`src/rtl/dmem_arb_pkg.sv`:
```
// dmem_arb_pkg: shared types and constants for the data-memory arbiter.
//   gnt_e   : grant type, also used as the in-flight response tag
//   *_DEF   : default widths and starvation limit
//   MASK_W  : byte-enable width; WMASK_NONE is the "no write" mask
package dmem_arb_pkg;

  localparam int unsigned ADDR_W_DEF   = 10;
  localparam int unsigned DATA_W_DEF   = 32;
  localparam int unsigned MAX_WAIT_DEF = 4;
  localparam int unsigned MASK_W       = 4;
  localparam int unsigned CNT_W        = 4;

  localparam logic [MASK_W-1:0] WMASK_NONE = '0;

  typedef enum logic [1:0] {
    GNT_NONE = 2'd0,
    GNT_CPU  = 2'd1,
    GNT_DBG  = 2'd2
  } gnt_e;

  // Loads must never write: only a store passes its byte mask to the RAM.
  function automatic logic [MASK_W-1:0] store_mask(input logic we,
                                                   input logic [MASK_W-1:0] mask);
    return we ? mask : WMASK_NONE;
  endfunction

endpackage

```
`src/rtl/dmem_arbiter_if.sv`:
```
// dmem_arbiter_if: CPU data port, debug reader port and RAM port of the arbiter.
//   slave  : seen by the arbiter (takes CPU/debug requests and RAM data,
//            drives stall, responses and RAM controls)
//   master : seen by the environment (CPU, debug reader, RAM model)
interface dmem_arbiter_if
  import dmem_arb_pkg::*;
#(
  parameter int unsigned ADDR_W = ADDR_W_DEF,
  parameter int unsigned DATA_W = DATA_W_DEF
) ();

  // CPU load/store port
  logic              cpu_req;
  logic              cpu_we;
  logic [ADDR_W-1:0] cpu_addr;
  logic [DATA_W-1:0] cpu_wdata;
  logic [MASK_W-1:0] cpu_wmask;
  logic              cpu_stall;
  logic [DATA_W-1:0] cpu_rdata;
  logic              cpu_rvalid;

  // Debug/display reader
  logic              dbg_req;
  logic [ADDR_W-1:0] dbg_addr;
  logic              dbg_busy;
  logic [DATA_W-1:0] dbg_rdata;
  logic              dbg_rvalid;

  // Block RAM port A
  logic              ram_ena;
  logic [MASK_W-1:0] ram_wea;
  logic [ADDR_W-1:0] ram_addra;
  logic [DATA_W-1:0] ram_dina;
  logic [DATA_W-1:0] ram_douta;

  modport slave (
    input  cpu_req, cpu_we, cpu_addr, cpu_wdata, cpu_wmask,
    output cpu_stall, cpu_rdata, cpu_rvalid,
    input  dbg_req, dbg_addr,
    output dbg_busy, dbg_rdata, dbg_rvalid,
    output ram_ena, ram_wea, ram_addra, ram_dina,
    input  ram_douta
  );

  modport master (
    output cpu_req, cpu_we, cpu_addr, cpu_wdata, cpu_wmask,
    input  cpu_stall, cpu_rdata, cpu_rvalid,
    output dbg_req, dbg_addr,
    input  dbg_busy, dbg_rdata, dbg_rvalid,
    input  ram_ena, ram_wea, ram_addra, ram_dina,
    output ram_douta
  );

endinterface

```
`src/rtl/arb_starve_cnt.sv`:
```
// arb_starve_cnt: saturating count of cycles a debug request has been denied.
//   clk, rstn : clock, async active-low reset
//   clr       : restart from zero (debug granted); wins over inc
//   inc       : one more denied cycle
//   sat_c     : count has reached MAX_WAIT (decoded from the count register)
module arb_starve_cnt
  import dmem_arb_pkg::*;
#(
  parameter int unsigned MAX_WAIT = MAX_WAIT_DEF
) (
  input  logic clk,
  input  logic rstn,
  input  logic clr,
  input  logic inc,
  output logic sat_c
);

  logic [CNT_W-1:0] cnt_q;
  logic [CNT_W-1:0] cnt_d;

  assign sat_c = (cnt_q == CNT_W'(MAX_WAIT));

  // Next count: clear has priority, increments stop at the limit.
  always_comb begin
    cnt_d = cnt_q;
    if (clr) begin
      cnt_d = '0;
    end else if (inc && !sat_c) begin
      cnt_d = cnt_q + CNT_W'(1);
    end
  end

  always_ff @(posedge clk or negedge rstn) begin
    if (!rstn) begin
      cnt_q <= '0;
    end else begin
      cnt_q <= cnt_d;
    end
  end

endmodule

```
`src/rtl/dmem_arbiter.sv`:
```
// dmem_arbiter: shares the data block RAM between the CPU load/store port and
// the debug/display reader. The CPU wins by default; a debug request denied
// MAX_WAIT cycles takes one slot and stalls the CPU for that cycle.
//   clk, rstn : clock, async active-low reset
//   bus       : dmem_arbiter_if.slave (CPU port, debug port, RAM port A)
// Grant and RAM drive are combinational; responses appear the cycle after the
// grant, steered by a registered tag recording who issued the read.
module dmem_arbiter
  import dmem_arb_pkg::*;
#(
  parameter int unsigned ADDR_W   = ADDR_W_DEF,
  parameter int unsigned DATA_W   = DATA_W_DEF,
  parameter int unsigned MAX_WAIT = MAX_WAIT_DEF
) (
  input  logic           clk,
  input  logic           rstn,
  dmem_arbiter_if.slave  bus
);

  // wait_q: a debug request is latched and still waiting for its grant.
  // Once granted it is tracked by tag_q until its response cycle.
  logic              wait_q;
  logic              wait_d;
  logic [ADDR_W-1:0] dbg_addr_q;
  logic [ADDR_W-1:0] dbg_addr_d;
  logic [DATA_W-1:0] dbg_rdata_q;
  logic [DATA_W-1:0] dbg_rdata_d;
  gnt_e              tag_q;
  gnt_e              tag_d;

  gnt_e              gnt;
  logic              busy;
  logic              starve_sat;
  logic              starve_inc;
  logic              starve_clr;

  arb_starve_cnt #(
    .MAX_WAIT (MAX_WAIT)
  ) u_starve_cnt (
    .clk   (clk),
    .rstn  (rstn),
    .clr   (starve_clr),
    .inc   (starve_inc),
    .sat_c (starve_sat)
  );

  // Grant selection and RAM drive; nothing is granted while reset is held.
  always_comb begin : grant_ram
    gnt           = GNT_NONE;
    bus.cpu_stall = 1'b0;
    bus.ram_ena   = 1'b0;
    bus.ram_wea   = WMASK_NONE;
    bus.ram_addra = '0;
    bus.ram_dina  = '0;

    if (rstn) begin
      if (wait_q && starve_sat) begin
        gnt           = GNT_DBG;
        bus.cpu_stall = bus.cpu_req;
      end else if (bus.cpu_req) begin
        gnt = GNT_CPU;
      end else if (wait_q) begin
        gnt = GNT_DBG;
      end
    end

    case (gnt)
      GNT_CPU: begin
        bus.ram_ena   = 1'b1;
        bus.ram_addra = bus.cpu_addr;
        bus.ram_dina  = bus.cpu_wdata;
        bus.ram_wea   = store_mask(bus.cpu_we, bus.cpu_wmask);
      end
      GNT_DBG: begin
        bus.ram_ena   = 1'b1;
        bus.ram_addra = dbg_addr_q;
      end
      default: ;
    endcase
  end

  // Response steering from the tag of last cycle's grant.
  always_comb begin : responses
    busy           = wait_q || (tag_q == GNT_DBG);
    bus.dbg_busy   = busy;
    bus.cpu_rvalid = (tag_q == GNT_CPU);
    bus.cpu_rdata  = (tag_q == GNT_CPU) ? bus.ram_douta : '0;
    bus.dbg_rvalid = (tag_q == GNT_DBG);
    // Fresh RAM data in the response cycle, the held copy afterwards.
    bus.dbg_rdata  = (tag_q == GNT_DBG) ? bus.ram_douta : dbg_rdata_q;
  end

  // Next-state: tag, debug capture/retire, held debug data, starvation control.
  always_comb begin : next_state
    tag_d       = GNT_NONE;
    wait_d      = wait_q;
    dbg_addr_d  = dbg_addr_q;
    dbg_rdata_d = dbg_rdata_q;
    starve_clr  = (gnt == GNT_DBG);
    starve_inc  = wait_q && (gnt != GNT_DBG);

    // Stores produce no response, so only loads are tagged CPU.
    if (gnt == GNT_DBG) begin
      tag_d = GNT_DBG;
    end else if ((gnt == GNT_CPU) && !bus.cpu_we) begin
      tag_d = GNT_CPU;
    end

    // A request while busy is dropped; capture and debug grant are exclusive.
    if (bus.dbg_req && !busy) begin
      wait_d     = 1'b1;
      dbg_addr_d = bus.dbg_addr;
    end else if (gnt == GNT_DBG) begin
      wait_d = 1'b0;
    end

    if (tag_q == GNT_DBG) begin
      dbg_rdata_d = bus.ram_douta;
    end
  end

  always_ff @(posedge clk or negedge rstn) begin
    if (!rstn) begin
      wait_q      <= 1'b0;
      dbg_addr_q  <= '0;
      dbg_rdata_q <= '0;
      tag_q       <= GNT_NONE;
    end else begin
      wait_q      <= wait_d;
      dbg_addr_q  <= dbg_addr_d;
      dbg_rdata_q <= dbg_rdata_d;
      tag_q       <= tag_d;
    end
  end

endmodule

```
`src/flat_wrapper.sv`:
```
// flat-port wrapper written by rule: the top's interface ports become plain ports
module dmem_arbiter_flat import dmem_arb_pkg::*;
#(
  parameter int unsigned ADDR_W   = ADDR_W_DEF,
  parameter int unsigned DATA_W   = DATA_W_DEF,
  parameter int unsigned MAX_WAIT = MAX_WAIT_DEF
)
  (clk, rstn, bus_cpu_req, bus_cpu_we, bus_cpu_addr, bus_cpu_wdata, bus_cpu_wmask, bus_cpu_stall, bus_cpu_rdata, bus_cpu_rvalid, bus_dbg_req, bus_dbg_addr, bus_dbg_busy, bus_dbg_rdata, bus_dbg_rvalid, bus_ram_ena, bus_ram_wea, bus_ram_addra, bus_ram_dina, bus_ram_douta);
  dmem_arbiter_if #(.ADDR_W(ADDR_W), .DATA_W(DATA_W)) bus_i ();
  input  logic clk;
  input  logic rstn;
  input wire logic [$bits(bus_i.cpu_req)-1:0] bus_cpu_req;
  input wire logic [$bits(bus_i.cpu_we)-1:0] bus_cpu_we;
  input wire logic [$bits(bus_i.cpu_addr)-1:0] bus_cpu_addr;
  input wire logic [$bits(bus_i.cpu_wdata)-1:0] bus_cpu_wdata;
  input wire logic [$bits(bus_i.cpu_wmask)-1:0] bus_cpu_wmask;
  output wire logic [$bits(bus_i.cpu_stall)-1:0] bus_cpu_stall;
  output wire logic [$bits(bus_i.cpu_rdata)-1:0] bus_cpu_rdata;
  output wire logic [$bits(bus_i.cpu_rvalid)-1:0] bus_cpu_rvalid;
  input wire logic [$bits(bus_i.dbg_req)-1:0] bus_dbg_req;
  input wire logic [$bits(bus_i.dbg_addr)-1:0] bus_dbg_addr;
  output wire logic [$bits(bus_i.dbg_busy)-1:0] bus_dbg_busy;
  output wire logic [$bits(bus_i.dbg_rdata)-1:0] bus_dbg_rdata;
  output wire logic [$bits(bus_i.dbg_rvalid)-1:0] bus_dbg_rvalid;
  output wire logic [$bits(bus_i.ram_ena)-1:0] bus_ram_ena;
  output wire logic [$bits(bus_i.ram_wea)-1:0] bus_ram_wea;
  output wire logic [$bits(bus_i.ram_addra)-1:0] bus_ram_addra;
  output wire logic [$bits(bus_i.ram_dina)-1:0] bus_ram_dina;
  input wire logic [$bits(bus_i.ram_douta)-1:0] bus_ram_douta;
  assign bus_i.cpu_req = bus_cpu_req;
  assign bus_i.cpu_we = bus_cpu_we;
  assign bus_i.cpu_addr = bus_cpu_addr;
  assign bus_i.cpu_wdata = bus_cpu_wdata;
  assign bus_i.cpu_wmask = bus_cpu_wmask;
  assign bus_cpu_stall = bus_i.cpu_stall;
  assign bus_cpu_rdata = bus_i.cpu_rdata;
  assign bus_cpu_rvalid = bus_i.cpu_rvalid;
  assign bus_i.dbg_req = bus_dbg_req;
  assign bus_i.dbg_addr = bus_dbg_addr;
  assign bus_dbg_busy = bus_i.dbg_busy;
  assign bus_dbg_rdata = bus_i.dbg_rdata;
  assign bus_dbg_rvalid = bus_i.dbg_rvalid;
  assign bus_ram_ena = bus_i.ram_ena;
  assign bus_ram_wea = bus_i.ram_wea;
  assign bus_ram_addra = bus_i.ram_addra;
  assign bus_ram_dina = bus_i.ram_dina;
  assign bus_i.ram_douta = bus_ram_douta;
  dmem_arbiter #(.ADDR_W(ADDR_W), .DATA_W(DATA_W), .MAX_WAIT(MAX_WAIT)) u_core (.clk(clk), .rstn(rstn), .bus(bus_i));
endmodule
```
`config.mk`:
```
export PLATFORM = sky130hd
export DESIGN_NAME = dmem_arbiter_flat
export DESIGN_NICKNAME = d
export VERILOG_FILES = /design/src/rtl/dmem_arb_pkg.sv /design/src/rtl/dmem_arbiter_if.sv /design/src/rtl/arb_starve_cnt.sv /design/src/rtl/dmem_arbiter.sv /design/src/flat_wrapper.sv
export SDC_FILE = /design/constraint.sdc
export NUM_CORES = 1
export LEC_CHECK = 0
export CAP_MARGIN = 20
export CORE_MARGIN = 4
export CORE_UTILIZATION = 33
export DETAILED_ROUTE_END_ITERATION = 7
export PLACE_DENSITY_LB_ADDON = 0.05
export SLEW_MARGIN = 20
export SYNTH_ARGS = -nofsm -noshare
export SYNTH_HDL_FRONTEND = slang
export SYNTH_SLANG_ARGS = --single-unit
```
`constraint.sdc`:
```
create_clock -name clk -period 2.3 [get_ports clk]
set_input_delay 0.345 -clock clk [delete_from_list [all_inputs] [get_ports clk]]
set_output_delay 0.345 -clock clk [all_outputs]
set_load 0.01 [all_outputs]
```
==> impl_metrics.toml <==
[status]
status = "complete, but fails checks"
violations = "negative setup slack"

[global_routing]
grt_pass1_wl_um = 14500
grt_antenna_before_repair = 0
grt_max_degree = 42
grt_pass1_vias = 2976
grt_usage = 0.186
overflow = 0

[die]
start_util = 0.340
die_area_um2 = 9450
fp.coreArea_um2 = 7730
fp.dieH_um = 97.2
die_w_um = 97.2
num_rows = 32
ios = 208

[worst_setup_path]
worstPathArrival_ns = 2.13
endpoint_kind = "output port"
crit_path_frequent_cell = "ha_4"
path_cells = "inv_2 -> ha_4 -> and3b_2 -> a21oi_2 -> buf_4 -> inv_4 -> ha_4 -> buf_6 -> nor2_1 -> buf_2"
max_stage_delay_ns = 0.38
cp_max_fo = 9
crit_type = "flop to output port"
start_kind = "flop"
cp.required_ns = 1.96
crit_slowest_cell = "dfrtp_1"

[yosys]
yosysUniqueCellTypes = 27
syn-num-nets = 400
yosysTopAreaCell = "dfrtp_1"
syn_inst = 302
synth_seq_cells = 49
synth-seq-area-share = 0.467
avgSynthCellArea_um2 = 8.70
ys_top_cells_by_area = "dfrtp_1, and2_1, nand2_1, mux2_4, a22oi_1"
yosys_warnings = 0
synth_top_area_frac = 0.467
synth_area_um2 = 2630

[power]
combPwrFrac = 0.574
p_seq_frac = 0.311
ir_drop_mv = 0.351
p_total_uw = 4680
p_sw_uw = 1600
p_int_uw = 3080
swShare = 0.342
power_density_nw_per_um2 = 905
pwr-share-clk = 0.115
p_leak_uw = 0.00249

[route]
drt_pass1_iterations = 4
via_per_inst = 4.47
vias = 2838
drtIter0Drc = 77
drc = 0
ant_nets = 0
routed_wl_um = 9110
route.detailed.wl_per_inst_um = 14.4

[sta]
fin_crit_sh = 1.07
worst_pin_slew_ns = 0.519
clock_skew_ns = 0.00987
layout_setup_ws_ns = -0.171
slew_headroom = 0.654
fmax_mhz = 405
maxSlewViolCount = 0
finalHoldViolCount = 0
min_period_ns = 2.47
fin_tns_setup_ns = -5.31
hold_ws_ns = 0.0110
setup_violations = 47
rsz0062_at_grt = "yes"

[finish]
utilization = 0.670
final_common_cell = "clkdlybuf4s50_1"
layout_common_cells = "clkdlybuf4s50_1, nand2_1, and2_1, dfrtp_1, buf_2"
area_delta_synth_final_pct = 97.0
nets = 630
fin_area_um2 = 5170
diodes = 0
layout-drive-gt1-share = 0.250
fillers = 653

[hold_path]
hold_path_class = "input pin to asynchronous set/reset pin"

[flow_run]
drv_cap = 0

[placement]
io_buffers = 207
hpwl_um = 6800
place_area_um2 = 4870
gp_congestion = 0.741

[clocking]
clk_pin_slew_ns = 0.09
root_buffer = "clkbuf_8"
htree_num_levels = 2
cts_tree = "yes"
hold_buffers = 0
cts_sinks = 49
cts_buffers = 5
clkLatencyLatePin_ns = 0.30
cts_buffer_depth = 2
[synthesized netlist by cell type]
cell and number:
dfrtp_1 49, and2_1 64, inv_1 6, nor2b_1 1, clkbuf_1 16, ha_1 5
a21oi_1 5, buf_6 2, nor3b_4 1, a22oi_1 10, nor3b_1 1, and3b_1 1
buf_2 1, a21o_1 3, inv_4 1, nand4_1 1, nand2_1 99, mux2_2 1
nor2_1 11, and3_1 5, nor3_1 1, mux2_4 9, and4_1 1, o31ai_1 1
nand2b_1 2, nand3b_1 1, nand3_1 4
[kinds of logic after synthesis]
| family | after synthesis | synth area share |
|---|---|---|
| buf+inv | 26 | 0.0443 |
| simple gates | 193 | 0.360 |
| fa+ha+maj | 5 | 0.0238 |
| compound gates | 19 | 0.0495 |
| mux | 10 | 0.0557 |
| flops | 49 | 0.467 |
[metal layers]
metal	share of wire	track usage	routed length, µm	up-vias
met4	0.021	0.0639	194	0
li1	-	-	-	1421
met3	0.095	0.0653	865	14
met2	0.48	0.325	4370	140
met1	0.40	0.211	3680	1263
met5	0	0	0	-
[per-stage QoR]
step           setup WS, ns  std cells
2_1_floorplan         0.151        302
3_3_place_gp         -0.312        608
3_5_place_dp         -0.341        608
4_1_cts              -0.133        630
5_1_grt              -0.301        635
6_report             -0.171        635
[power groups by stage]
stage,Clock (µW),Sequential [µW],Combinational [µW]
2_1_floorplan,0,1400,1130
3_3_place_gp,0,1430,2410
3_5_place_dp,0,1440,2460
4_1_cts,560,1450,2620
5_1_grt,593,1500,2930
6_report,538,1450,2690
[repair_timing]
item,CTS,global route
buffers inserted,11,4
pin swaps,17,9
gates cloned,3,1
gates resized for setup,231,16
setup endpoints to repair,56,80
[worst paths after layout]
kind                                              start                     end  slack [ns]  depth (start not counted)
max reg2reg                u_core.u_starve_cnt.cnt_q[1]         u_core.tag_q[0]        0.31                         10
max in group asynchronous                          rstn   u_core.dbg_rdata_q[0]        1.75                          2
min reg2reg                      u_core.dbg_rdata_q[10]  u_core.dbg_rdata_q[10]        0.47                          2
min                                                rstn    u_core.dbg_addr_q[7]        0.01                          2
max                        u_core.u_starve_cnt.cnt_q[1]        bus_ram_addra[5]       -0.17                         10
min in group clk                 u_core.dbg_rdata_q[10]  u_core.dbg_rdata_q[10]        0.47                          2
[layout make-up]
cell class	instances	area (µm²)	area share
repair buffers	241	2230	0.432
multi-input cells	227	1420	0.275
flip-flops and latches	49	1230	0.237
well taps	102	128	0.0247
clock buffers	7	96.3	0.0186
inverters	7	55.1	0.0106
repair inverters	1	8.76	0.00169
clock inverters	1	5.00	0.000967
[worst max-delay path: cells and delay by family (launching register included)]
family | cells | cell delay, ns
adders and majority gates | 2 | 0.43
AOI/OAI and AO/OA | 1 | 0.18
DFF | 1 | 0.38
and+or+nand+nor | 2 | 0.30
buffers and inverters | 5 | 0.52
[sequential cells by signal, summed over array words and instances (netlist names)]
signal                     cells
u_core.tag_q                   2
u_core.u_starve_cnt.cnt_q      4
u_core.dbg_addr_q             10
u_core.dbg_rdata_q            32
u_core.wait_q                  1
Power figures use the tool's default switching activity.
